## config.mk

```make
export PLATFORM = sky130hd
export DESIGN_NAME = modulo_negar_matriz_param
export DESIGN_NICKNAME = d
export VERILOG_FILES = /design/src/rtl/modulo_negar_matriz_param.sv
export SDC_FILE = /design/constraint.sdc
export NUM_CORES = 1
export LEC_CHECK = 0
export BUFFER_PORTS_ARGS = -buffer_cell sky130_fd_sc_hd__buf_4
export CORE_MARGIN = 2
export CORE_UTILIZATION = 25
export CTS_CLUSTER_SIZE = 8
export DETAILED_ROUTE_END_ITERATION = 10
export GPL_TIMING_DRIVEN = 1
export PLACE_DENSITY = 0.5
export SLEW_MARGIN = 5
export SYNTH_ARGS = -nofsm -noshare
export SYNTH_HDL_FRONTEND = slang
export SYNTH_SLANG_ARGS = --single-unit
```

## constraint.sdc

```tcl
create_clock -name clk -period 2 [get_ports clk]
set_input_delay 0.3 -clock clk [delete_from_list [all_inputs] [get_ports clk]]
set_output_delay 0.3 -clock clk [all_outputs]
set_load 0.005 [all_outputs]
```

## src/rtl/modulo_negar_matriz_param.sv

```systemverilog
// Registered LED-matrix frame transformer: pass-through, invert, timed blink
// and masked inversion. A loaded frame is held in dado_r. Every output is taken
// straight from a register, so no input reaches an output combinationally.
module modulo_negar_matriz_param #(
    parameter int WIDTH     = 35,
    parameter int BLINK_DIV = 4
) (
    input  logic             clk,
    input  logic             rst,
    input  logic [WIDTH-1:0] m_at,
    input  logic [WIDTH-1:0] mascara,
    input  logic [1:0]       modo,
    input  logic             carregar,
    output logic [WIDTH-1:0] N_m_at,
    output logic             fase,
    output logic             pronto
);

    // The counter is at least one bit wide, even when BLINK_DIV is 1.
    localparam int CW = (BLINK_DIV > 1) ? $clog2(BLINK_DIV) : 1;
    localparam logic [CW-1:0] CNT_LAST = CW'(BLINK_DIV - 1);

    localparam logic [1:0] MODO_PASS  = 2'b00;
    localparam logic [1:0] MODO_INV   = 2'b01;
    localparam logic [1:0] MODO_BLINK = 2'b10;
    localparam logic [1:0] MODO_MASK  = 2'b11;

    logic [WIDTH-1:0] dado_r;
    logic [WIDTH-1:0] n_m_at_r;
    logic [CW-1:0]    cnt_r;
    logic             fase_r;
    logic             pronto_r;

    logic [WIDTH-1:0] dado_n_s;
    logic [WIDTH-1:0] n_m_at_n_s;
    logic [CW-1:0]    cnt_n_s;
    logic             fase_n_s;

    // Applies the selected mode to a frame. The caller passes next-state
    // values, so a new frame, mode or phase shows on the edge that produces it.
    function automatic logic [WIDTH-1:0] transform(
        input logic [1:0]       md,
        input logic             ph,
        input logic [WIDTH-1:0] fr,
        input logic [WIDTH-1:0] mk
    );
        logic [WIDTH-1:0] res;
        case (md)
            MODO_PASS:  res = fr;
            MODO_INV:   res = ~fr;
            MODO_BLINK: res = ph ? ~fr : fr;
            MODO_MASK:  res = fr ^ mk;
            default:    res = fr;
        endcase
        return res;
    endfunction

    // Next-state logic: frame capture, blink counter/phase and transformed output
    always_comb begin
        dado_n_s   = dado_r;
        cnt_n_s    = {CW{1'b0}};
        fase_n_s   = 1'b0;
        n_m_at_n_s = {WIDTH{1'b0}};

        if (carregar) begin
            dado_n_s = m_at;
        end else begin
            dado_n_s = dado_r;
        end

        // Outside blink mode the counter and phase stay cleared. Re-entering
        // blink mode therefore starts a full normal half-period.
        if (modo == MODO_BLINK) begin
            if (cnt_r == CNT_LAST) begin
                cnt_n_s  = {CW{1'b0}};
                fase_n_s = ~fase_r;
            end else begin
                cnt_n_s  = cnt_r + CW'(1);
                fase_n_s = fase_r;
            end
        end else begin
            cnt_n_s  = {CW{1'b0}};
            fase_n_s = 1'b0;
        end

        n_m_at_n_s = transform(modo, fase_n_s, dado_n_s, mascara);
    end

    // State and output registers; synchronous reset overrides a concurrent load
    always_ff @(posedge clk) begin
        if (rst) begin
            dado_r   <= {WIDTH{1'b0}};
            cnt_r    <= {CW{1'b0}};
            fase_r   <= 1'b0;
            pronto_r <= 1'b0;
            n_m_at_r <= {WIDTH{1'b0}};
        end else begin
            dado_r   <= dado_n_s;
            cnt_r    <= cnt_n_s;
            fase_r   <= fase_n_s;
            pronto_r <= carregar;
            n_m_at_r <= n_m_at_n_s;
        end
    end

    assign N_m_at = n_m_at_r;
    assign fase   = fase_r;
    assign pronto = pronto_r;

endmodule
```

==> results of run 1 <==
==> sequential cells by signal, summed over array words and instances (netlist names) <==
signal and cells:
N_m_at 35, dado_r 35, cnt_r 2, fase 1, pronto 1
==> metal layers <==
metal,wire (µm),GRT usage,vias to the layer above
met5,0,0,-
met4,151,0.0507,0
met3,591,0.0441,10
met2,4000,0.207,71
met1,3860,0.149,1229
li1,-,-,1299
==> worst max-delay path, cell delays in order (launching register included) <==
cell     delay [ns]
dfxtp_1        0.31
ha_1           0.29
xor2_4         0.22
buf_4          0.19
a22oi_1        0.19
mux2_2         0.36
==> through the flow <==
stage | total power, mW | cell area (µm²)
after floorplan | 1.94 | 3330
after global placement | 2.21 | 4320
final | 3.63 | 4580
after global routing | 3.81 | 4580
after detailed placement | 2.21 | 4320
after CTS | 3.70 | 4580
==> synth_stat cells (2+ instances only) <==
| library cell | instances |
|---|---|
| dfxtp_1 | 74 |
| nor2b_1 | 37 |
| a22oi_1 | 35 |
| mux2i_1 | 35 |
| nor2_1 | 35 |
| mux2_1 | 29 |
| nand2b_1 | 25 |
| or2b_1 | 11 |
| clkbuf_1 | 8 |
| buf_6 | 6 |
| mux2_2 | 6 |
| buf_4 | 4 |
| buf_2 | 3 |
| clkbuf_4 | 3 |
| buf_1 | 2 |
==> path summary, 6_finish.rpt <==
kind	from	end	slack [ns]	depth (start not counted)
setup / recovery	cnt_r[0]	N_m_at[34]	0.32	5
hold / removal	m_at[6]	dado_r[6]	0.26	3
setup reg to reg	cnt_r[0]	N_m_at[34]	0.32	5
hold reg to reg	cnt_r[0]	cnt_r[0]	0.44	1
==> logic make-up (layout without fill, tap and decap cells) <==
family / count (synthesis) / in the layout
fa+ha+maj: 1 / 1
flops: 74 / 74
compound gates: 35 / 35
simple gates: 111 / 111
buf+inv: 26 / 136
xor+xnor: 1 / 1
mux: 70 / 70
==> layout make-up <==
cell class                 instances  area (µm²)
fill                            1373        8550
multi-input combinational        218        1680
sequential                        74        1480
timing repair buffer             120         938
clock buffer                      13         250
tap                              176         220
clock inverter                     3        15.0
==> power by group <==
part	total (mW)	switching [mW]	internal (mW)	leakage, nW
clock network	1.46	0.594	0.868	0.133
logic	0.558	0.229	0.329	1.38
registers	1.61	0.0305	1.58	0.613
total	3.63	0.853	2.78	2.12
==> metrics.yaml, run 1 <==
finish:
  fin_cells: 604
  area_growth_pct: 37.8
  finish.utilization: 0.349
  antenna_cells: 0
  final_nets: 499
  final_common_cell: "buf_4"
  drive_gt1_frac: 0.329
  layout_common_cells: "117 x buf_4, 74 x dfxtp_1, 36 x nor2b_1"
clock_tree:
  clockRootBuffer: "clkbuf_16"
  clockBufferDepth: 2
  cts_hold_buf: 0
  cts.sinks: 74
  cts_resized: 0
  cts_buffers: 9
  clk_latency_ns: 0.33
  cts_tree: "yes"
  cts_setup_buffers: 0
  clk_pin_slew_ns: 0.06
  htreeDepth: 3
floorplanning:
  die_h_um: 119
  io_pins: 112
  rows: 42
  start_util: 0.253
  die-area_um2: 14200
  coreArea_um2: 13100
  fp.dieW_um: 119
synthesis:
  synth-edff-count: 0
  avgSynthCellArea_um2: 10.5
  syn-num-nets: 394
  syn_inst: 318
  ys_ff_latch: 74
  yosysTopAreaCellShare: 0.445
  synth_area_leader_cell: "dfxtp_1"
  synthArstFlopShare: 0
  synth_mux_area_frac: 0.224
  synth_simple_gate_area_frac: 0.188
  synthAdderAreaFrac: 0.00376
  synth_seq_area_share: 0.445
  synth_warnings: 0
  synth_top_family_by_area: "multiplexers"
  synth_cell_types: 20
  synth_compound_area_frac: 0.0790
  synth_area_leaders: "dfxtp_1 45%, mux2i_1 11%, mux2_1 9.8%"
  synthFlopType: "dfxtp_1"
  synth_xor_area_frac: 0.00828
  synth_area_um2: 3330
timing:
  max_freq_mhz: 597
  setup_viol: 0
  finalCritPeriodShare: 0.838
  slew_violations: 0
  relSlewSlack: 0.369
  tightest_slew_ns: 0.944
  layout_min_cycle_time_ns: 1.68
  rsz0062_at_grt: "no"
  hold_viol: 0
  fin_tns_setup_ns: 0
  setup_ws_ns: 0.324
  fin_hold_ws_ns: 0.262
  skew_ns: 0.00738
route:
  drc_errors: 0
  finalWirelength_mm: 8.60
  ant_nets: 0
  drtIter0Drc: 104
  vias: 2609
  via_per_inst: 4.32
  first_pass_iters: 4
  wl_per_cell_um: 14.2
place:
  place_ws_ns: 0.0902
  gp_congestion: 0.690
  dp_hpwl_mm: 5.76
  dp.cells: 588
  buffer_ports.inserted: 111
power:
  leakage_nw: 2.12
  p_per_area_nw_per_um2: 793
  ir_worst_vdd_uv: 337
global_route:
  grt_use_total: 0.126
  grt_start_max_net_pins: 37
  grt_pass1_wl_mm: 13.9
  antenna_found_initial: 0
  first_global_vias: 2751
  grt_overflow: 0
flow_run:
  drv_cap: 0
setup_path:
  end_kind: "flip-flop"
  crit_required_ns: 2.21
  crit_path_start_kind: "flip-flop"
  critPathArrivalTime_ns: 1.89
  cp_max_fo: 9
  path_class: "reg2reg"
run_status:
  outcome: "finished clean"
min_path:
  hold_path.class: "in2reg"
Note: power is estimated with default switching activity, not from simulation.
==> run 2: changes to the inputs <==
==> constraint.sdc (replaced) <==
create_clock -name clk -period 1.72 [get_ports clk]
set_input_delay 0.258 -clock clk [delete_from_list [all_inputs] [get_ports clk]]
set_output_delay 0.258 -clock clk [all_outputs]
set_load 0.005 [all_outputs]
==> run 2 against run 1 <==
Net effect:
- critical path depth stayed put
- clock skew is 0.0031 ns lower
- total power grew 23%
- sequential share of layout area down 0.36 points
- largest cell class unchanged
- register-to-register slack lost 0.23 ns
- highest routed layer unchanged
==> metrics.yaml, run 2 (same netlist as run 1, synthesis figures left out) <==
clock_tree:
  clockRootBuffer: "clkbuf_16"
  clockBufferDepth: 2
  clk_latency_ns: 0.34
  cts_hold_buf: 0
  cts_setup_buffers: 0
  cts.sinks: 74
  cts_tree: "yes"
  cts_buffers: 9
  clk_pin_slew_ns: 0.06
  htreeDepth: 3
global_route:
  grt_use_total: 0.130
  grt_pass1_wl_mm: 14.0
  grt_start_max_net_pins: 37
  first_global_vias: 2768
  grt_overflow: 0
  antenna_found_initial: 0
power:
  seqPwrFrac: 0.420
  intPower_mw: 3.42
  p_comb_frac: 0.145
  p_per_area_nw_per_um2: 963
  swShare: 0.233
  leakage_nw: 2.14
  ir_worst_vdd_uv: 397
  switchingPower_mw: 1.04
  p_clk_frac: 0.434
timing:
  slew_violations: 0
  max_freq_mhz: 614
  setup_ws_ns: 0.0906
  finalCritPeriodShare: 0.947
  setup_viol: 0
  skew_ns: 0.00430
  tightest_slew_ns: 0.969
  hold_viol: 0
  relSlewSlack: 0.353
  rsz0062_at_grt: "yes"
  layout_min_cycle_time_ns: 1.63
route:
  ant_nets: 0
  via_per_inst: 4.28
  first_pass_iters: 4
  wl_per_cell_um: 14.4
  drtIter0Drc: 107
  drc_errors: 0
  vias: 2588
  finalWirelength_mm: 8.74
setup_path:
  end_kind: "flip-flop"
  cp_num_buf_inv: 1
  cp_slowest_cell: "mux2_1"
  path_cells: "ha_2 -> xor2_4 -> buf_4 -> a22oi_1 -> mux2_1"
  cp_max_fo: 11
  crit_path_max_incr_delay_ns: 0.35
  crit_family: "multiplexers"
  crit_required_ns: 1.95
  crit_path_start_kind: "flip-flop"
  path_class: "reg2reg"
  critPathArrivalTime_ns: 1.85
floorplanning:
  die-area_um2: 14200
  die_h_um: 119
  rows: 42
  start_util: 0.253
  coreArea_um2: 13100
  io_pins: 112
  fp.dieW_um: 119
place:
  place_ws_ns: -0.195
  dp.cells: 588
  dp_hpwl_mm: 5.75
  gp_congestion: 0.716
  buffer_ports.inserted: 111
finish:
  fillers: 1367
  final_common_cell: "buf_4"
  fin_cells: 605
  drive_gt1_frac: 0.339
  layout_common_cells: "117 x buf_4, 74 x dfxtp_1, 36 x nor2b_1, 35 x mux2i_1, 35 x nor2_1"
  final_nets: 499
  area_growth_pct: 39.4
min_path:
  hold_path.class: "in2reg"
run_status:
  outcome: "finished clean"
flow_run:
  drv_cap: 0
-- run 2: changes by cell type in the layout (fill, tap and decap cells not counted), sizes merged --
cell,previous run,this run
bufinv,0,1
clkbuf,13,12
clkinv,3,1
clkinvlp,0,2
diode,0,1
-- run 2: final timing paths --
| path | start | end | slack, ns | depth (start not counted) |
|---|---|---|---|---|
| max | cnt_r[0] | N_m_at[19] | 0.09 | 5 |
| min | m_at[6] | dado_r[6] | 0.21 | 3 |
| max reg2reg | cnt_r[0] | N_m_at[19] | 0.09 | 5 |
| min reg2reg | cnt_r[0] | cnt_r[0] | 0.44 | 1 |
-- run 2: power groups by stage --
stage          registers, mW  clock network [mW]  logic [mW]
6_report                1.88                1.94       0.650
5_1_grt                 1.89                2.09       0.720
4_1_cts                 1.88                2.01       0.664
3_5_place_dp            1.92                   0       0.660
3_3_place_gp            1.91                   0       0.648
2_1_floorplan           1.92                   0       0.334
-- run 2: layout make-up --
class	count	area, µm²	share of cell area
antenna	1	2.50	0.000540
timing repair buffer	120	938	0.202
sequential	74	1480	0.320
clock inverter	4	50.0	0.0108
multi-input combinational	218	1690	0.364
tap	176	220	0.0475
clock buffer	12	256	0.0553
-- run 2: worst reg2reg max path, cell delays in order, from the launching register on --
cell	delay (ns)
dfxtp_1	0.32
ha_2	0.23
xor2_4	0.21
buf_4	0.20
a22oi_1	0.21
mux2_1	0.35
-- run 2: layer usage --
layer  track usage  vias to the layer above  share of wire
met5             0                        -              0
met4        0.0588                        0          0.020
met3        0.0479                       12          0.064
met2         0.202                       75           0.46
met1         0.161                     1203           0.46
li1              -                     1298              -
-- run 2: metrics by stage --
step / power (mW) / hold slack [ns] / utilization / setup TNS, ns / area [µm²]
3_3_place_gp: 2.56 / 0.417 / 0.329 / -3.68 / 4320
3_5_place_dp: 2.58 / 0.426 / 0.329 / -5.04 / 4320
6_report: 4.47 / 0.206 / 0.353 / 0 / 4640
4_1_cts: 4.55 / 0.193 / 0.353 / 0 / 4630
5_1_grt: 4.69 / 0.209 / 0.353 / -0.0396 / 4630
2_1_floorplan: 2.25 / 0.407 / - / 0 / 3330
-- run 2: repair_timing --
item,CTS,global route
endpoints found under the hold margin,0,0
gates resized for setup,2,0
endpoints found under the setup margin,4,6
==> run 3: changes to the inputs <==
--- a/config.mk
+++ b/config.mk
@@ -11,7 +11,9 @@
 export CTS_CLUSTER_SIZE = 8
 export DETAILED_ROUTE_END_ITERATION = 10
 export GPL_TIMING_DRIVEN = 1
+export MAX_ROUTING_LAYER = met4
 export PLACE_DENSITY = 0.5
+export SKIP_CTS_REPAIR_TIMING = 1
 export SLEW_MARGIN = 5
 export SYNTH_ARGS = -nofsm -noshare
 export SYNTH_HDL_FRONTEND = slang
==> constraint.sdc (replaced) <==
create_clock -name clk -period 1.72 [get_ports clk]
set_input_delay 0.258 -clock clk [delete_from_list [all_inputs] [get_ports clk]]
set_output_delay 0.258 -clock clk [all_outputs]
set_load 0.05 [all_outputs]
==> run 3 against run 2 <==
Net effect:
- register-to-register slack got worse by 0.02 ns
- total power is 5.8% higher
- non-clock buffer count did not move
- clock power barely moved
- final area decreased by 0.16%
- core utilization shrank 0.057 points
- clock-buffer cell count is the same
- combinational power grew 41%
- sequential power hardly changed
- critical endpoint is now N_m_at[25]
- largest cell class unchanged
==> metrics.yaml, run 3 (same netlist as run 1, synthesis figures left out) <==
power:
  leakage_nw: 2.14
  finalPower_mw: 4.73
  swShare: 0.274
  p_per_area_nw_per_um2: 1020
  intPower_mw: 3.43
  p_comb_frac: 0.194
  switchingPower_mw: 1.29
  ir_worst_vdd_uv: 393
  seqPwrFrac: 0.397
  p_clk_frac: 0.409
route:
  wl_per_cell_um: 14.5
  ant_nets: 0
  finalWirelength_mm: 8.73
  via_per_inst: 4.29
  first_pass_iters: 4
  drc_errors: 0
  drtIter0Drc: 92
  vias: 2590
global_route:
  antenna_found_initial: 0
  grt_use_total: 0.133
  grt_pass1_wl_mm: 14.0
  first_global_vias: 2780
  grt_start_max_net_pins: 37
  grt_overflow: 0
timing:
  relSlewSlack: 0.365
  hold_viol: 0
  setup_ws_ns: 0.0749
  rsz0062_at_grt: "yes"
  layout_min_cycle_time_ns: 1.65
  tightest_slew_ns: 0.951
  setup_viol: 0
  skew_ns: 0.00496
  max_freq_mhz: 608
  finalCritPeriodShare: 0.956
  slew_violations: 0
finish:
  finish.utilization: 0.352
  multi_input_area_um2: 1680
  fillers: 1367
  drive_gt1_frac: 0.336
  antenna_cells: 0
  area_growth_pct: 39.2
  final_nets: 499
  fin_cells: 604
  stdcell_area_um2: 4630
  layout_common_cells: "117 x buf_4, 74 x dfxtp_1, 36 x nor2b_1"
  seq_area_um2: 1480
  final_common_cell: "buf_4"
clock_tree:
  clk_pin_slew_ns: 0.06
  cts.sinks: 74
  clockRootBuffer: "clkbuf_16"
  clk_latency_ns: 0.34
  clockBufferDepth: 2
  htreeDepth: 3
  cts_tree: "yes"
  cts_buffers: 9
setup_path:
  crit_path_start_kind: "flip-flop"
  r2r.worst_path.cells: 5
  r2r_start: "cnt_r[0]"
  critPathArrivalTime_ns: 1.87
  end_kind: "flip-flop"
  cp_max_fo: 11
  crit_required_ns: 1.95
  regToRegEndpoint: "N_m_at[25]"
  rrSetupSlack_ns: 0.07
  path_class: "reg2reg"
floorplanning:
  fp.dieW_um: 119
  die-area_um2: 14200
  io_pins: 112
  coreArea_um2: 13100
  rows: 42
  start_util: 0.253
  die_h_um: 119
place:
  placedInstanceArea_um2: 4320
  place_ws_ns: -0.195
  gp_congestion: 0.724
  buffer_ports.inserted: 111
  dp.cells: 588
  dp_hpwl_mm: 5.75
min_path:
  holdPathEnd: "dado_r[6]"
  hold_path.class: "in2reg"
  hold_start: "m_at[6]"
  min_path_cells: 3
run_status:
  outcome: "finished clean"
flow_run:
  drv_cap: 0
run 3: changes by cell type in the layout (fill, tap and decap cells not counted):
cell and delta:
a22oi_1 +1, a22oi_2 -1, diode_2 -1
run 3: per-stage QoR:
stage | TNS, ns | hold WS (ns)
after global routing | -0.0167 | 0.212
after floorplan | 0 | 0.407
after CTS | -0.0363 | 0.193
final | 0 | 0.209
after detailed placement | -5.04 | 0.426
after global placement | -3.68 | 0.417
run 3: worst max-delay path by stage:
| stage | from | endpoint | slack (ns) |
|---|---|---|---|
| 2_1_floorplan | fase | N_m_at[10] | 0.02 |
| 3_3_place_gp | modo[0] | N_m_at[25] | -0.14 |
| 3_5_place_dp | modo[0] | N_m_at[25] | -0.19 |
| 4_1_cts | cnt_r[0] | N_m_at[25] | -0.03 |
| 5_1_grt | cnt_r[0] | N_m_at[15] | -0.006 |
| 6_report | cnt_r[0] | N_m_at[25] | 0.07 |
run 3: area by class of cell:
| class | count | area share |
|---|---|---|
| multi-input combinational | 218 | 0.363 |
| sequential | 74 | 0.320 |
| timing repair buffer | 120 | 0.203 |
| clock buffer | 12 | 0.0554 |
| tap | 176 | 0.0476 |
| clock inverter | 4 | 0.0108 |
run 3: power groups by stage:
stage               combinational (mW)  clock [mW]  sequential [mW]
floorplan                        0.334           0             2.18
detailed placement               0.926           0             1.92
global placement                 0.915           0             1.91
global route                     0.985        2.08             1.89
finish                           0.916        1.93             1.88
CTS                              0.930        2.01             1.88
run 3: critical path, stage by stage (launching register included):
cell	delay, ns
dfxtp_1	0.32
ha_2	0.23
xor2_4	0.20
buf_4	0.20
a22oi_1	0.24
mux2_1	0.34
run 3: metal layers:
layer | part of all wire | global-route usage
met5 | 0 | -
met4 | 0.021 | 0.0632
met3 | 0.060 | 0.0426
met2 | 0.45 | 0.202
met1 | 0.46 | 0.161
